==> src/rtl/bootrom_read_ctrl_if.sv <==
// Request/response channel between a boot fetch initiator and the BootROM reader.
// Latency: none, wires only.
// Backpressure: valid/ready on both channels; the response channel is stalled by rsp_ready.
interface bootrom_read_ctrl_if #(
  parameter int ADDR_W = 32,
  parameter int LEN_W  = 4
);
  logic              req_valid;
  logic              req_ready;
  logic [ADDR_W-1:0] req_addr;
  logic [LEN_W-1:0]  req_len;
  logic              rsp_valid;
  logic              rsp_ready;
  logic [31:0]       rsp_data;
  logic              rsp_error;
  logic              rsp_last;

  // Initiator side: issues bursts, consumes beats.
  modport master (
    output req_valid, req_addr, req_len, rsp_ready,
    input  req_ready, rsp_valid, rsp_data, rsp_error, rsp_last
  );

  // Reader side: accepts bursts, produces beats.
  modport slave (
    input  req_valid, req_addr, req_len, rsp_ready,
    output req_ready, rsp_valid, rsp_data, rsp_error, rsp_last
  );
endinterface

==> src/rtl/bootrom_read_ctrl.sv <==
// Turns burst read requests into one-word-per-cycle BootROM reads, returning beats in order.
// Latency: first rsp_valid two edges after the accepting edge; 1 beat/cycle when unstalled.
// Backpressure: 2-entry response buffer; no ROM read is issued unless a buffer slot is guaranteed.
module bootrom_read_ctrl #(
  parameter int                ADDR_W = 32,
  parameter int                LEN_W  = 4,
  parameter int                DEPTH  = 2048,
  parameter logic [ADDR_W-1:0] BASE   = 32'h0001_0000,
  localparam int               IDX_W  = $clog2(DEPTH)
) (
  input  logic                 clock,
  input  logic                 reset,
  bootrom_read_ctrl_if.slave   bus,
  output logic                 rom_me,
  output logic                 rom_oe,
  output logic [IDX_W-1:0]     rom_address,
  input  logic [31:0]          rom_q
);

  typedef enum logic {IDLE, BURST} state_t;

  typedef struct packed {
    logic [31:0] dat;
    logic        err;
    logic        last;
  } entry_t;

  localparam logic [ADDR_W:0]   IDX_ONE = {{ADDR_W{1'b0}}, 1'b1};
  localparam logic [LEN_W:0]    LEN_ONE = {{LEN_W{1'b0}}, 1'b1};
  localparam logic [ADDR_W-1:0] DEPTH_W = ADDR_W'(DEPTH);

  state_t         state_q, state_d;
  // Word index relative to BASE, one extra bit so a start below BASE reads as negative.
  logic [ADDR_W:0] idx_q, idx_d;
  logic [LEN_W:0]  beats_q, beats_d;
  logic [LEN_W:0]  issued_q, issued_d;
  // Slot taken last cycle; its data (or error marker) is captured this cycle.
  logic            inflight_q, inflight_d;
  logic            infl_err_q, infl_err_d;
  logic            infl_last_q, infl_last_d;
  logic [1:0]      cnt_q, cnt_d;
  entry_t          e0_q, e0_d;
  entry_t          e1_q, e1_d;

  logic            pop;
  logic            push;
  logic            in_range;
  logic            slot;
  logic            slot_last;
  logic [2:0]      occ;
  entry_t          push_ent;

  assign pop       = (cnt_q != 2'd0) && bus.rsp_ready;
  assign push      = inflight_q;
  assign in_range  = !idx_q[ADDR_W] && (idx_q[ADDR_W-1:0] < DEPTH_W);
  // Occupancy after this cycle's pop; a new slot must fit even if nothing drains later.
  assign occ       = {1'b0, cnt_q} + {2'b00, inflight_q} - {2'b00, pop};
  assign slot      = (state_q == BURST) && (issued_q < beats_q) && (occ < 3'd2);
  assign slot_last = (issued_q == (beats_q - LEN_ONE));

  // Error entries never look at rom_q, so stale ROM output cannot leak out.
  assign push_ent.dat  = infl_err_q ? 32'h0 : rom_q;
  assign push_ent.err  = infl_err_q;
  assign push_ent.last = infl_last_q;

  assign rom_me        = slot && in_range;
  assign rom_address   = rom_me ? idx_q[IDX_W-1:0] : '0;
  assign rom_oe        = inflight_q;

  assign bus.req_ready = (state_q == IDLE);
  assign bus.rsp_valid = (cnt_q != 2'd0);
  assign bus.rsp_data  = bus.rsp_valid ? e0_q.dat  : 32'h0;
  assign bus.rsp_error = bus.rsp_valid ? e0_q.err  : 1'b0;
  assign bus.rsp_last  = bus.rsp_valid ? e0_q.last : 1'b0;

  // Burst sequencing, issue slots and the response buffer next-state.
  always_comb begin
    state_d     = state_q;
    idx_d       = idx_q;
    beats_d     = beats_q;
    issued_d    = issued_q;
    inflight_d  = slot;
    infl_err_d  = slot ? !in_range : 1'b0;
    infl_last_d = slot ? slot_last : 1'b0;
    cnt_d       = cnt_q;
    e0_d        = e0_q;
    e1_d        = e1_q;

    case (state_q)
      IDLE: begin
        if (bus.req_valid) begin
          // Arithmetic shift keeps the borrow so below-BASE addresses stay out of range.
          idx_d    = ($signed({1'b0, bus.req_addr} - {1'b0, BASE})) >>> 2;
          beats_d  = {1'b0, bus.req_len} + LEN_ONE;
          issued_d = '0;
          state_d  = BURST;
        end
      end
      BURST: begin
        if (slot) begin
          idx_d    = idx_q + IDX_ONE;
          issued_d = issued_q + LEN_ONE;
        end
        if (pop && e0_q.last) begin
          state_d = IDLE;
        end
      end
      default: state_d = IDLE;
    endcase

    case ({push, pop})
      2'b10: begin
        if (cnt_q == 2'd0) e0_d = push_ent;
        else               e1_d = push_ent;
        cnt_d = cnt_q + 2'd1;
      end
      2'b01: begin
        e0_d  = e1_q;
        cnt_d = cnt_q - 2'd1;
      end
      2'b11: begin
        if (cnt_q == 2'd1) begin
          e0_d = push_ent;
        end else begin
          e0_d = e1_q;
          e1_d = push_ent;
        end
      end
      default: ;
    endcase
  end

  // State registers; reset discards any in-flight read and empties the buffer.
  always_ff @(posedge clock or posedge reset) begin
    if (reset) begin
      state_q     <= IDLE;
      idx_q       <= '0;
      beats_q     <= '0;
      issued_q    <= '0;
      inflight_q  <= 1'b0;
      infl_err_q  <= 1'b0;
      infl_last_q <= 1'b0;
      cnt_q       <= 2'd0;
      e0_q        <= '0;
      e1_q        <= '0;
    end else begin
      state_q     <= state_d;
      idx_q       <= idx_d;
      beats_q     <= beats_d;
      issued_q    <= issued_d;
      inflight_q  <= inflight_d;
      infl_err_q  <= infl_err_d;
      infl_last_q <= infl_last_d;
      cnt_q       <= cnt_d;
      e0_q        <= e0_d;
      e1_q        <= e1_d;
    end
  end

endmodule

==> src/flat_wrapper.sv <==
// flat-port wrapper written by rule: the top's interface ports become plain ports
module bootrom_read_ctrl_flat 
#(
  parameter int                ADDR_W = 32,
  parameter int                LEN_W  = 4,
  parameter int                DEPTH  = 2048,
  parameter logic [ADDR_W-1:0] BASE   = 32'h0001_0000,
  localparam int               IDX_W  = $clog2(DEPTH)
)
  (clock, reset, rom_me, rom_oe, rom_address, rom_q, bus_req_valid, bus_req_addr, bus_req_len, bus_rsp_ready, bus_req_ready, bus_rsp_valid, bus_rsp_data, bus_rsp_error, bus_rsp_last);
  bootrom_read_ctrl_if #(.ADDR_W(ADDR_W), .LEN_W(LEN_W)) bus_i ();
  input  logic clock;
  input  logic reset;
  output logic rom_me;
  output logic rom_oe;
  output logic [IDX_W-1:0] rom_address;
  input  logic [31:0] rom_q;
  input wire logic [$bits(bus_i.req_valid)-1:0] bus_req_valid;
  input wire logic [$bits(bus_i.req_addr)-1:0] bus_req_addr;
  input wire logic [$bits(bus_i.req_len)-1:0] bus_req_len;
  input wire logic [$bits(bus_i.rsp_ready)-1:0] bus_rsp_ready;
  output wire logic [$bits(bus_i.req_ready)-1:0] bus_req_ready;
  output wire logic [$bits(bus_i.rsp_valid)-1:0] bus_rsp_valid;
  output wire logic [$bits(bus_i.rsp_data)-1:0] bus_rsp_data;
  output wire logic [$bits(bus_i.rsp_error)-1:0] bus_rsp_error;
  output wire logic [$bits(bus_i.rsp_last)-1:0] bus_rsp_last;
  assign bus_i.req_valid = bus_req_valid;
  assign bus_i.req_addr = bus_req_addr;
  assign bus_i.req_len = bus_req_len;
  assign bus_i.rsp_ready = bus_rsp_ready;
  assign bus_req_ready = bus_i.req_ready;
  assign bus_rsp_valid = bus_i.rsp_valid;
  assign bus_rsp_data = bus_i.rsp_data;
  assign bus_rsp_error = bus_i.rsp_error;
  assign bus_rsp_last = bus_i.rsp_last;
  bootrom_read_ctrl #(.ADDR_W(ADDR_W), .LEN_W(LEN_W), .DEPTH(DEPTH), .BASE(BASE)) u_core (.clock(clock), .reset(reset), .bus(bus_i), .rom_me(rom_me), .rom_oe(rom_oe), .rom_address(rom_address), .rom_q(rom_q));
endmodule
==> config.mk <==
export PLATFORM = sky130hd
export DESIGN_NAME = bootrom_read_ctrl_flat
export DESIGN_NICKNAME = d
export VERILOG_FILES = /design/src/rtl/bootrom_read_ctrl_if.sv /design/src/rtl/bootrom_read_ctrl.sv /design/src/flat_wrapper.sv
export SDC_FILE = /design/constraint.sdc
export NUM_CORES = 1
export LEC_CHECK = 0
export ABC_AREA = 1
export CAP_MARGIN = 15
export CORE_MARGIN = 10
export CORE_UTILIZATION = 50
export DETAILED_ROUTE_END_ITERATION = 16
export DONT_BUFFER_PORTS = 1
export SYNTH_ARGS = -nofsm -noshare
export SYNTH_HDL_FRONTEND = slang
export SYNTH_SLANG_ARGS = --single-unit
export TNS_END_PERCENT = 30
==> constraint.sdc <==
create_clock -name clock -period 11.9 [get_ports clock]
set_input_delay 2.38 -clock clock [delete_from_list [all_inputs] [get_ports clock]]
set_output_delay 2.38 -clock clock [all_outputs]
set_load 0.01 [all_outputs]
Word level (Yosys, flattened, before mapping)

Cells that the tools add are included.

Register bits: 117
Output and inout bits: 49

Add/subtract/negate cells: 9
Reductions and logical operators: 17
Equality and inequality tests: 10
Bitwise gates (word level): 1
$lt $le $gt $ge: 3
Multiplexer cells: 23

Operator list:

| cell                                                         | count |
|---|---|
| two-way mux 34 bit                                           | 4 |
| case mux 34 bit (3 select lines)                             | 1 |
| case mux 34 bit (2 select lines)                             | 1 |
| two-way mux 33 bit                                           | 2 |
| case mux 33 bit (2 select lines)                             | 1 |
| two-way mux 32 bit                                           | 2 |
| adder 33 x 1 -> 33 bit, second input constant                | 1 |
| subtractor 32 x 17 -> 33 bit, second input constant          | 1 |
| less-than comparator 32 x 12 -> 1 bit, second input constant | 1 |
| two-way mux 11 bit                                           | 1 |
| two-way mux 5 bit                                            | 2 |
| case mux 5 bit (2 select lines)                              | 1 |
| inequality test 2 bit, second input constant                 | 4 |
| logical AND 1 bit                                            | 6 |
| two-way mux 1 bit                                            | 6 |
| AND reduction 2 bit                                          | 3 |
| nonzero test 2 bit                                           | 3 |
| adder 4 x 1 -> 5 bit, second input constant                  | 1 |
| adder 5 x 1 -> 5 bit, second input constant                  | 1 |
| equality test 5 bit                                          | 1 |
| less-than comparator 5 bit                                   | 1 |
| subtractor 5 x 1 -> 5 bit, second input constant             | 1 |
| equality test 2 x 1 -> 1 bit, second input constant          | 2 |
| equality test 2 bit, second input constant                   | 2 |
| other kinds (13)                                             | 14 |

Logic depth before layout (Yosys ltp)

Depth in word-level cells: 7
Mapped depth: 20

Least setup slack after synthesis

Ideal clock, no wire load.

Path kind: input-to-output
Start: input port bus_rsp_ready
End: output port rom_address[1]
Slack: 4.970 ns
Arrival: 4.550 ns
Stages on the path: 14
Cell sequence: nand2_1 > inv_1 > ha_1 > or2_2 > fa_1 > nand2_1 > nor2_1 > nand2_1 > nor2_1 > nand2_2 > inv_2 > nand2_1 > buf_2 > nor2_1

Word-level cells in the longest chain between the ends: 6

Ends and longest elaborated chain:

| item                                | line                    | source |
|---|---|---|
| from (decl)                         | flat_wrapper.sv:21      | `input wire logic [$bits(bus_i.rsp_ready)-1:0] bus_rsp_ready;` |
| logical AND 1 bit                   | bootrom_read_ctrl.sv:53 | `assign pop = (cnt_q != 2'd0) && bus.rsp_ready;` |
| subtractor 3 x 1 -> 3 bit           | bootrom_read_ctrl.sv:57 | `assign occ = {1'b0, cnt_q} + {2'b00, inflight_q} - {2'b00, pop};` |
| less-than comparator 3 x 2 -> 1 bit | bootrom_read_ctrl.sv:58 | `assign slot = (state_q == BURST) && (issued_q < beats_q) && (occ < 3'd2);` |
| logical AND 1 bit                   | bootrom_read_ctrl.sv:58 |  |
| net u_core.inflight_d               | bootrom_read_ctrl.sv:38 | `logic inflight_q, inflight_d;` |
| logical AND 1 bit                   | bootrom_read_ctrl.sv:66 | `assign rom_me = slot && in_range;` |
| two-way mux 11 bit                  | bootrom_read_ctrl.sv:67 | `assign rom_address = rom_me ? idx_q[IDX_W-1:0] : '0;` |
| to (decl)                           | flat_wrapper.sv:16      | `output logic [IDX_W-1:0] rom_address;` |

The timed path passes the listed nets, and every way through them passes these cells.

Final worst setup path

Start: input port bus_rsp_ready
End: output port rom_address[3]

Same word-level chain as after synthesis.

==> flow_metrics.py <==
metrics = {
    "pwr": {
        "p_sw_frac": 0.447,
        "p_sw_mw": 1.04,
        "p_int_mw": 1.28,
        "power_frac_clock": 0.239,
        "comb_power_share": 0.456,
        "seq_power_share": 0.306,
        "vdd_drop_max_mv": 0.168,
        "p_leak_nw": 3.93,
        "power_density_mw_per_mm2": 292,
    },
    "floorplan": {
        "die_w_um": 140,
        "rows": 43,
        "core_area_mm2": 0.0140,
        "start_util": 0.515,
        "boundaryPins": 121,
        "die_h_um": 140,
        "dieArea_mm2": 0.0197,
    },
    "job": {
        "cap_violations": 0,
    },
    "critical_path": {
        "path_common_cell": "nand2_1",
        "cp.arrival_ns": 5.12,
        "crit_buf_inv": 2,
        "critical_path.max_stage_delay_ns": 0.48,
        "crit_slowest_cell": "fa_1",
        "worstPathRequired_ns": 9.52,
        "reg2reg_slack_ns": 7.28,
        "worst-setup-path-type": "input pin to primary output",
        "worstPathMaxFanout": 12,
        "path_delay_family": "simple AND/OR/NAND/NOR gates",
        "start_kind": "input pin",
        "path_cells": "nand2_1 > inv_1 > ha_1 > or2_2 > fa_1 > nand2_1 > nor2_1 > nand2_1 > nor2_1 > nand2_2 > inv_2 > nand2_1 > nor2_1",
        "end_kind": "primary output",
    },
    "status": {
        "status": "complete, no violations",
    },
    "sta": {
        "setup_viol": 0,
        "hold_slack_ns": 0.482,
        "rsz0062_at_grt": "false",
        "finalHoldViolCount": 0,
        "worst_slack_ns": 4.40,
        "fmax_mhz": 133,
        "period_share": 0.631,
        "tightestPinTransition_ns": 1.07,
        "skew_ns": 0.0172,
        "slew_viol_final": 0,
        "slew_headroom": 0.283,
        "finalSetupTns_ns": 0,
        "min_period_ns": 7.50,
    },
    "drt": {
        "viasPerCell": 5.14,
        "firstDrtPassIters": 5,
        "wirelength_mm": 19.2,
        "drt_iter0_markers": 455,
        "ant_nets": 0,
        "vias": 6379,
        "drc": 0,
        "wl_per_cell_um": 15.5,
    },
    "logic_synthesis": {
        "ys_async_sr_fraction": 1.00,
        "syn_inst": 1061,
        "synth_mux_area_frac": 0,
        "synth_compound_area_frac": 0.124,
        "synth_xor_area_frac": 0.0206,
        "avgSynthCellArea_um2": 6.81,
        "synth.distinct_cells": 33,
        "synth_top_family_by_area": "simple AND/OR/NAND/NOR gates",
        "synth_area_mm2": 0.00723,
        "ys_seq_area_frac": 0.405,
        "ys.flop_type": "dfrtp_1",
        "yosysWarnings": 0,
        "synth-seq-cells": 117,
        "synth_edf_count": 0,
        "syn_nets": 1149,
        "synthSimpleGateAreaFrac": 0.314,
        "synth-adder-area-share": 0.0287,
    },
    "placement": {
        "io_buffers": 0,
        "dp_slack_ns": 4.40,
        "dpl_cell_area_mm2": 0.00731,
        "place_congestion": 0.913,
        "hpwl_mm": 13.5,
    },
    "finish": {
        "syn2layout_area_growth_pct": 10.1,
        "num_antenna_cells": 0,
        "final_cell_area_mm2": 0.00796,
        "drive_gt1_frac": 0.0538,
        "final_common_cell": "nand2_1",
        "final_cell_mix": "nand2_1 (331), inv_1 (148), nor2_1 (140)",
        "utilization": 0.567,
        "nets": 1135,
        "multi_input_area_mm2": 0.00353,
        "fillers": 1409,
        "layout.area.seq_mm2": 0.00293,
    },
    "clock_tree": {
        "ctsResizeCount": 0,
        "ctsLongestPathBuffers": 2,
        "htree_levels": 4,
        "cts_setup_buffers": 0,
        "cts.sinks": 117,
        "cts_hold_buf": 0,
        "clockRootBuffer": "clkbuf_16",
        "clk_transition_reported_paths_ns": 0.05,
        "cts_tree": "yes",
        "clk_latency_ns": 0.42,
        "numCtsBuffers": 17,
    },
    "grt": {
        "antenna_found_initial": 0,
        "grt_pass1_wl_mm": 31.3,
        "grt_pass1_vias": 6071,
        "grt_max_degree": 75,
        "grt_overflow": 0,
        "grt.total_usage": 0.194,
    },
    "hold_path": {
        "min_path_type": "flip-flop to flip-flop",
    },
}
[worst paths after layout]
check                                             from                            to  cells past startpoint
max in group asynchronous                        reset   u_core.idx_q[2]$_DFFE_PP0P_                      2
hold reg to reg             u_core.e1_q[1]$_DFFE_PP0P_    u_core.e1_q[1]$_DFFE_PP0P_                      2
hold / removal              u_core.e1_q[1]$_DFFE_PP0P_    u_core.e1_q[1]$_DFFE_PP0P_                      2
setup reg to reg           u_core.cnt_q[1]$_DFFE_PP0N_  u_core.idx_q[25]$_DFFE_PP0P_                     20
setup / recovery                         bus_rsp_ready                rom_address[3]                     13
min in group asynchronous                        reset  u_core.idx_q[15]$_DFFE_PP0P_                      1
[flip-flops by register name (all words and copies together), names as in the netlist]
signal and count:
u_core.rom_oe 1, u_core.issued_q 5, u_core.cnt_q 2, u_core.e1_q 34
u_core.beats_q 5, u_core.infl_last_q 1, u_core.infl_err_q 1, u_core.e0_q 34
u_core.state_q 1, u_core.idx_q 33
[worst register-to-register path, cell delays in order (launching register included)]
cell     delay, ns
dfrtp_1       0.40
inv_1         0.13
ha_1          0.16
buf_4         0.34
inv_1         0.22
nand2_1       0.22
inv_1         0.09
ha_1          0.34
or2_2         0.32
fa_1          0.48
nand2_1       0.05
nor2_1        0.08
nand2_1       0.06
nor2_1        0.12
nand2_2       0.13
nand2_2       0.70
inv_2         0.41
nand2_1       0.15
nand2_1       0.06
inv_1         0.04
nand2_1       0.04
[cell usage after synthesis (3+ instances only)]
master	count	share of area
nand2_2	4	0.0035
o22ai_1	37	0.032
nand4_1	7	0.0061
clkbuf_1	21	0.011
ha_1	15	0.026
buf_2	12	0.0083
or2_2	3	0.0026
nor2_2	4	0.0035
a31oi_1	6	0.0052
xnor2_1	8	0.0097
buf_4	5	0.0052
nor2_1	140	0.073
o211ai_1	9	0.0093
nand3b_1	9	0.0093
dfrtp_1	117	0.41
nand2_1	331	0.17
nor3_1	4	0.0028
inv_1	149	0.077
buf_6	3	0.0047
nand3_1	53	0.037
a21oi_1	10	0.0069
o21ai_0	90	0.062
xor2_1	9	0.011
[cell families (layout without fill, tap and decap cells)]
logic type,count (synthesis),in the layout
simple gates,559,559
compound gates,159,159
buf+inv,193,192
fa+ha+maj,16,16
xor+xnor,17,17
flops,117,117
[final cells by class]
| type | instances | area share |
|---|---|---|
| repair buffers | 8 | 0.00755 |
| flip-flops and latches | 117 | 0.368 |
| multi-input cells | 751 | 0.443 |
| inverters | 152 | 0.0720 |
| clock inverters | 10 | 0.0214 |
| clock buffers | 22 | 0.0596 |
| well taps | 180 | 0.0283 |
[per-stage QoR]
step	cells	total power, mW
4_1_cts	1240	2.35
5_1_grt	1240	2.55
3_5_place_dp	1208	1.78
3_3_place_gp	1208	1.77
6_report	1240	2.32
2_1_floorplan	1061	1.57
[per-layer routing]
metal | wire length, um | vias to the layer above | track usage
li1 | - | 3311 | -
met1 | 8740 | 2901 | 0.246
met2 | 8790 | 145 | 0.310
met3 | 1310 | 22 | 0.0544
met4 | 358 | 0 | 0.0674
met5 | 0 | - | 0
[power by group through the flow]
stage | clock network, mW | registers, mW | logic [mW]
2_1_floorplan | 0 | 0.678 | 0.892
3_3_place_gp | 0 | 0.710 | 1.06
3_5_place_dp | 0 | 0.711 | 1.07
4_1_cts | 0.564 | 0.707 | 1.07
5_1_grt | 0.580 | 0.735 | 1.23
6_report | 0.554 | 0.709 | 1.06
(Power assumes the default switching activity.)
